`src/rtl/game_flow_controller.sv`:
```
// Top-level game-flow FSM: lives, level index, timed respawn/level-clear intermissions.
// Define PAUSE_EN to include the Paused state toggled by PAUSE_CODE presses.
module game_flow_controller #(
   parameter int              KEY_W        = 8,
   parameter int              NUM_LIVES    = 3,
   parameter int              NUM_LEVELS   = 4,
   parameter int              DELAY_CYCLES = 120,
   parameter logic [KEY_W-1:0] PAUSE_CODE  = 8'h29
) (
   input  logic                                                    Clk,
   input  logic                                                    Reset,
   input  logic [KEY_W-1:0]                                        keycode,
   input  logic                                                    playerDead,
   input  logic                                                    levelDone,
   output logic [2:0]                                              gameState,
   output logic [$clog2(NUM_LIVES+1)-1:0]                          lives,
   output logic [((NUM_LEVELS > 1) ? $clog2(NUM_LEVELS) : 1)-1:0]  level,
   output logic                                                    gameplayEn,
   output logic                                                    delayActive
);

   localparam int LIVES_W = $clog2(NUM_LIVES+1);
   localparam int LEVEL_W = (NUM_LEVELS > 1) ? $clog2(NUM_LEVELS) : 1;
   localparam int TMR_W   = (DELAY_CYCLES > 1) ? $clog2(DELAY_CYCLES) : 1;

   localparam logic [LIVES_W-1:0] LIVES_INIT = LIVES_W'(NUM_LIVES);
   localparam logic [LIVES_W-1:0] LIVES_ONE  = LIVES_W'(1);
   localparam logic [LEVEL_W-1:0] LEVEL_LAST = LEVEL_W'(NUM_LEVELS-1);
   localparam logic [LEVEL_W-1:0] LEVEL_ONE  = LEVEL_W'(1);
   localparam logic [TMR_W-1:0]   TMR_INIT   = TMR_W'(DELAY_CYCLES-1);
   localparam logic [TMR_W-1:0]   TMR_ONE    = TMR_W'(1);

   typedef enum logic [2:0] {
      S_START   = 3'd0,
      S_PLAY    = 3'd1,
      S_OVER    = 3'd2,
`ifdef PAUSE_EN
      S_PAUSED  = 3'd3,
`endif
      S_RESPAWN = 3'd4,
      S_CLEAR   = 3'd5,
      S_VICTORY = 3'd6
   } state_t;

   state_t             r_state, w_state_nxt;
   logic [LIVES_W-1:0] r_lives, w_lives_nxt;
   logic [LEVEL_W-1:0] r_level, w_level_nxt;
   logic [TMR_W-1:0]   r_timer, w_timer_nxt;
   logic [KEY_W-1:0]   r_key_prev;
   logic               w_press;

   // keyPrev resets to all-ones so a key held through reset release is not a press
   assign w_press = (keycode != '0) && (r_key_prev == '0);

   always_ff @(posedge Clk or posedge Reset) begin
      if (Reset) begin
         r_state    <= S_START;
         r_lives    <= '0;
         r_level    <= '0;
         r_timer    <= '0;
         r_key_prev <= '1;
      end else begin
         r_state    <= w_state_nxt;
         r_lives    <= w_lives_nxt;
         r_level    <= w_level_nxt;
         r_timer    <= w_timer_nxt;
         r_key_prev <= keycode;
      end
   end

   always_comb begin
      w_state_nxt = r_state;
      w_lives_nxt = r_lives;
      w_level_nxt = r_level;
      w_timer_nxt = r_timer;
      case (r_state)
         S_START, S_OVER, S_VICTORY: begin
            if (w_press) begin
               w_state_nxt = S_PLAY;
               w_lives_nxt = LIVES_INIT;
               w_level_nxt = '0;
            end
         end
         S_PLAY: begin
            if (playerDead) begin
               if (r_lives <= LIVES_ONE) begin
                  w_lives_nxt = '0;
                  w_state_nxt = S_OVER;
               end else begin
                  w_lives_nxt = r_lives - LIVES_ONE;
                  w_timer_nxt = TMR_INIT;
                  w_state_nxt = S_RESPAWN;
               end
            end else if (levelDone) begin
               if (r_level >= LEVEL_LAST) begin
                  w_state_nxt = S_VICTORY;
               end else begin
                  w_timer_nxt = TMR_INIT;
                  w_state_nxt = S_CLEAR;
               end
            end
`ifdef PAUSE_EN
            else if (w_press && (keycode == PAUSE_CODE)) begin
               w_state_nxt = S_PAUSED;
            end
`endif
         end
`ifdef PAUSE_EN
         S_PAUSED: begin
            if (w_press && (keycode == PAUSE_CODE)) begin
               w_state_nxt = S_PLAY;
            end
         end
`endif
         S_RESPAWN, S_CLEAR: begin
            if (r_timer == '0) begin
               w_state_nxt = S_PLAY;
               if ((r_state == S_CLEAR) && (r_level < LEVEL_LAST)) begin
                  w_level_nxt = r_level + LEVEL_ONE;
               end
            end else begin
               w_timer_nxt = r_timer - TMR_ONE;
            end
         end
         default: begin
            w_state_nxt = S_START;
         end
      endcase
   end

   assign gameState   = r_state;
   assign lives       = r_lives;
   assign level       = r_level;
   assign gameplayEn  = (r_state == S_PLAY);
   assign delayActive = (r_state == S_RESPAWN) || (r_state == S_CLEAR);

endmodule

```
`config.mk`:
```
export PLATFORM = sky130hd
export DESIGN_NAME = game_flow_controller
export DESIGN_NICKNAME = d
export VERILOG_FILES = /design/src/rtl/game_flow_controller.sv
export SDC_FILE = /design/constraint.sdc
export NUM_CORES = 1
export LEC_CHECK = 0
export ABC_AREA = 0
export BUFFER_PORTS_ARGS = -buffer_cell sky130_fd_sc_hd__buf_2
export CORE_MARGIN = 10
export CORE_UTILIZATION = 40
export CTS_BUF_LIST = sky130_fd_sc_hd__clkbuf_4 sky130_fd_sc_hd__clkbuf_8
export CTS_CLUSTER_SIZE = 14
export DETAILED_ROUTE_END_ITERATION = 7
export REMOVE_ABC_BUFFERS = 1
export SLEW_MARGIN = 20
export SYNTH_ARGS = -nofsm -noshare
export SYNTH_HDL_FRONTEND = slang
export SYNTH_SLANG_ARGS = --single-unit
```
`constraint.sdc`:
```
create_clock -name Clk -period 2.3 [get_ports Clk]
set_clock_uncertainty 0.15 [all_clocks]
set_input_delay 0.345 -clock Clk [delete_from_list [all_inputs] [get_ports Clk]]
set_output_delay 0.345 -clock Clk [all_outputs]
set_load 0.02 [all_outputs]
```
==> Yosys cells after proc, flatten, opt, wreduce, memory -nomap -nowiden <==
Index checks and enable logic that the tools add are counted.
{ "totals": {"output_inout_bits": 9, "ff_bits": 22, "inputBits": 12, "elab_cells": 61} }
{ "op_classes": {"mux": 21, "n_eq_ne": 13, "magnitude_cmp": 3, "n_addsub": 3, "reduce_logical": 16} }
{ "ops": {"columns": ["operator", "n"], "rows": [
  ["2-to-1 mux 7 bit", 5],
  ["2-to-1 mux 3 bit", 5],
  ["2-to-1 mux 2 bit", 7],
  ["one-hot mux 7 bit (2 select lines)", 1],
  ["!= test 2 bit, second input constant", 5],
  ["== test 3 bit, second input constant", 3],
  ["!= test 3 bit, second input constant", 3],
  ["one-hot mux 3 bit (3 select lines)", 1],
  ["logical NOT 8 bit", 1],
  ["one-hot mux 2 bit (2 select lines)", 2],
  ["nonzero test 8 bit", 1],
  ["logical NOT 7 bit", 1],
  ["subtractor 7 x 1 -> 7 bit, second input constant", 1],
  ["AND reduction 3 bit", 2],
  ["nonzero test 2 bit", 3],
  ["AND reduction 5 bit", 1],
  ["AND reduction 4 bit", 1],
  ["== test 3 x 1 -> 1 bit, second input constant", 1],
  ["== test 3 x 2 -> 1 bit, second input constant", 1],
  ["logical NOT 3 bit", 1],
  ["OR reduction 3 bit", 1],
  ["adder 2 x 1 -> 2 bit, second input constant", 1],
  [">= comparator 2 bit, second input constant", 1],
  ["<= comparator 2 x 1 -> 1 bit, second input constant", 1],
  ["5 further kinds", 6]
]} }

==> Longest topological paths before layout <==
{ "logic_depth": {"depth_word": 5, "ltp_mapped": 7, "ltp_nobuf": 6} }

==> Worst setup path before layout <==
Ideal clock, no wire load.
{ "synth_path": {"path_kind": "register to register", "start": "register r_state[0], in the netlist gameState[0]", "end": "register r_timer[3]", "stages_incl_launch_ff": 6, "period_less_slack_ps": 2009, "setup_time_ps": 121, "path_buffers": 1, "required_time_ps": 2029, "arrival_ps": 1738, "setup_slack_ps": 291, "path_cell_list": "dfrtp_1 > buf_6 > or3b_4 > a2111oi_4 > o21ai_1 > a22o_1"} }
{ "synth_via": {"elab_chain_len": 4, "word_cells_on_any_way": 11, "cone_classes": "eq/ne (7); mux (1); reduce/logical (3)"} }
{ "synth_lines": {"columns": ["item", "line", "text"], "rows": [
  ["start, declared", "45", "state_t r_state, w_state_nxt;"],
  ["start signal, assigned", "63", "r_state <= w_state_nxt;"],
  ["== test 3 bit", "76", "case (r_state)"],
  ["OR reduction 2 bit", "76", null],
  ["!= test 2 bit (no source line) or nonzero test 2 bit (tied branches)", null, null],
  ["AND reduction 5 bit (no source line)", null, null],
  ["end signal, assigned", "66", "r_timer <= w_timer_nxt;"],
  ["end, declared", "48", "logic [TMR_W-1:0] r_timer, w_timer_nxt;"]
]} }
Parallel ways exist; a longest one is shown, timed or not.
A chain may end at the register's enable or synchronous reset.

==> Final worst setup path <==
{ "layout_path": {"start": "input keycode[4]", "end": "register r_state[0], in the netlist gameState[0]"} }
{ "layout_via": {"elab_chain_len": 4} }
{ "layout_lines": {"columns": ["item", "line", "text"], "rows": [
  ["start, declared", "12", "input logic [KEY_W-1:0] keycode,"],
  ["nonzero test 8 bit", "53", "assign w_press = (keycode != '0) && (r_key_prev == '0);"],
  ["logical AND 1 bit", "53", null],
  ["!= test 2 bit (no source line)", null, null],
  ["AND reduction 3 bit (no source line)", null, null]
]} }
Every way passes these cells.

==> metrics.txt <==
status finished, final reports clean; largest family of logic cells by synthesized area compound AO/OA/AOI/OAI gates; via count 870; antenna violations before repair 0; Post-synth EDFFs 0; # fillers ~240; period utilization 92.0%; setup bufs post-CTS 0; Mapped Cells between 100 and 150; critical path arrival between 2 and 2.5 ns; Mapped Area between 1000 and 1500 µm²; fmax ~470 MHz; DP Wirelength between 1500 and 2000 µm; leakage about 0.59 nW; H-tree lvl count 1; Max-Cap Viols 0; Fin. Hold Viols 0; die area ~5100 µm²; Max clock buf depth 2; Min Clock Period, post-route between 2 and 2.5 ns; Post-Synth Simple-Gate Area a little under a fifth; GRT Util Overall 10.0%; final setup TNS 0 ns; met1 GRT Util 11.1%; clock sink total 22; area growth from synthesis to layout 24.6%; Netlist cell types 41; ys flop type dfrtp_1; Post-Synth XOR/XNOR Area less than 1%; RSZ-0062 raised after global routing false; count of input and output buffers 20; Syn. warnings 0; drt pass-1 iters 4; RR Startpoint r_timer[0]; clock power share 20.8%; Worst Setup Start Kind input port; IO Pins 21; most frequent cells in the layout 20 x buf_2, 14 x dfrtp_1, 8 x inv_1, 8 x dlygate4sd3_1, 8 x dfstp_2; complex-gate fraction of the synthesized area 20.8%; CTS Buf Count 3; Post-CTS Resized 0; Setup CP Type in -> reg; Reg area around 560 µm²; global routing usage on met3 under 10%; worst skew pair latency a little over 0.3 ns; initial core utilization 42.3%; GPL Wtd Cong 0.787; GR peak layer met2; sequential group share of total power between 40% and 50%; number of cell rows 18; Via-to-Cell Ratio ~5.4; Die Width 71.7 µm; post-route ant nets 0; Setup-failing EPs final 0; Post-Place Cells 150; Routed WL roughly 2300 µm; sw power around 0.00053 W; Logic pwr share around 38%; synthesized flop and latch total 22; pwr/cell area 1070 nW/µm²; CP Max Fanout 3; Final Max Slew Viols 0; hold crit path type in -> async; CP endpoint gameState[0]; Synth async-reset ratio 100%; DR DRC count 0; met2 Use GR 17.2%; core area ~2500 µm²; Final Core Density between 50% and 60%; first-pass GRT wire length 4260 µm; diode count 0; Finished Layout Cells about 160; Hold WS ~0.015 ns; largest net degree at the start of global routing 23; post-synthesis mux area share less than 1%; nets roughly 150; Crit path required time ~2.3 ns; Net Sw Frac a little under two fifths; initial DRC count 57; Reg-to-Reg End r_timer[3]; sequential area share after synthesis a little over half; Post-Syn Area per Cell approximately 11 µm²; DIE HEIGHT approximately 70 µm; R2R Setup Slk approximately 0.24 ns; wire length per cell around 14 µm; Hold Buf Count CTS 8; area share of fa/ha/maj cells after synthesis approximately 2.3%; CTS tree yes; crit path capture type flip-flop; CTS Root Cell clkbuf_4; Slew HR between 40% and 50%; GRT Residual Overflow 0; Internal approximately 0.0009 W; Worst Setup SP keycode[4]; multi-input logic area roughly 460 µm²; cell depth of the worst flop-to-flop path 6; Worst-path clk slew between 0.1 and 0.15 ns; maximum VDD drop ~570 µV; worst-margin pin slew between 0.8 and 0.9 ns; most common cell after layout, fill and taps aside buf_2; vias in the first global route about 950; share of cells above drive strength 1 28.8%
cells by family after synthesis:
logic type | count (synthesis)
compound gates | 29
xor+xnor | 1
fa+ha+maj | 2
buf+inv | 11
flops | 22
mux | 1
simple gates | 35
synth_stat cells (2+ instances only):
library cell	n	share of area [%]
nor3b_1	2	1.4
inv_1	8	2.8
or4_1	2	1.4
o21ai_0	2	0.94
nor3_1	5	2.3
dfrtp_1	14	33
o22ai_1	3	1.8
ha_1	2	2.3
dfstp_2	8	20
a22o_1	2	1.6
nor2_1	7	2.5
nor2b_1	2	1.2
o21ai_1	3	1.4
a21oi_1	5	2.3
o211ai_1	2	1.4
o31ai_1	2	1.4
nor4_1	2	1.2
nand2_1	7	2.5
per-layer routing:
| layer | vias to the layer above | share of wire (%) |
|---|---|---|
| li1 | 433 | - |
| met1 | 417 | 44 |
| met2 | 18 | 51 |
| met3 | 2 | 4.4 |
| met4 | 0 | 0.77 |
| met5 | - | 0 |
final cells by class:
class / count / area share [%]
Clock buffer: 3 / 1.69
Inverter: 9 / 2.54
Multi-Input combinational cell: 68 / 34.4
Tap cell: 30 / 2.82
Timing Repair Buffer: 29 / 14.1
Sequential cell: 22 / 42.1
Clock inverter: 1 / 2.26
per-stage QoR:
| stage | instance area (µm²) | total power (W) | worst slack [ns] |
|---|---|---|---|
| floorplan | 1050 | 0.000956 | 0.285 |
| global placement | 1200 | 0.00111 | 0.306 |
| detailed placement | 1200 | 0.00113 | 0.249 |
| CTS | 1330 | 0.00144 | 0.200 |
| global route | 1330 | 0.00154 | 0.0184 |
| finish | 1330 | 0.00142 | 0.184 |
sequential cells by signal, indices dropped and copies added (netlist names):
| register | count |
|---|---|
| r_key_prev | 8 |
| r_timer | 7 |
| gameState | 3 |
| level | 2 |
| lives | 2 |
power by group through the flow:
| stage | clock network, W | logic [W] | registers, W |
|---|---|---|---|
| after global placement | 0 | 0.000523 | 0.000591 |
| after detailed placement | 0 | 0.000534 | 0.000594 |
| after global routing | 0.000321 | 0.000611 | 0.000604 |
| final | 0.000295 | 0.000538 | 0.000587 |
| after CTS | 0.000307 | 0.000547 | 0.000587 |
| after floorplan | 0 | 0.000326 | 0.000631 |
worst min-delay path by stage:
| stage | end | slack [ns] | cells past startpoint |
|---|---|---|---|
| floorplan | gameState[0] | 0.18 | 1 |
| global placement | r_key_prev[6] | 0.31 | 1 |
| detailed placement | r_key_prev[2] | 0.31 | 1 |
| CTS | r_timer[2] | 0.05 | 2 |
| global route | gameState[1] | 0.07 | 2 |
| finish | r_timer[2] | 0.01 | 2 |
critical path: stages:
cell	delay (ns)
dlygate4sd3_1	0.54
buf_2	0.13
or4_1	0.52
o211a_1	0.29
nor3_1	0.21
o31ai_1	0.11
Power figures use the tool's default switching activity.
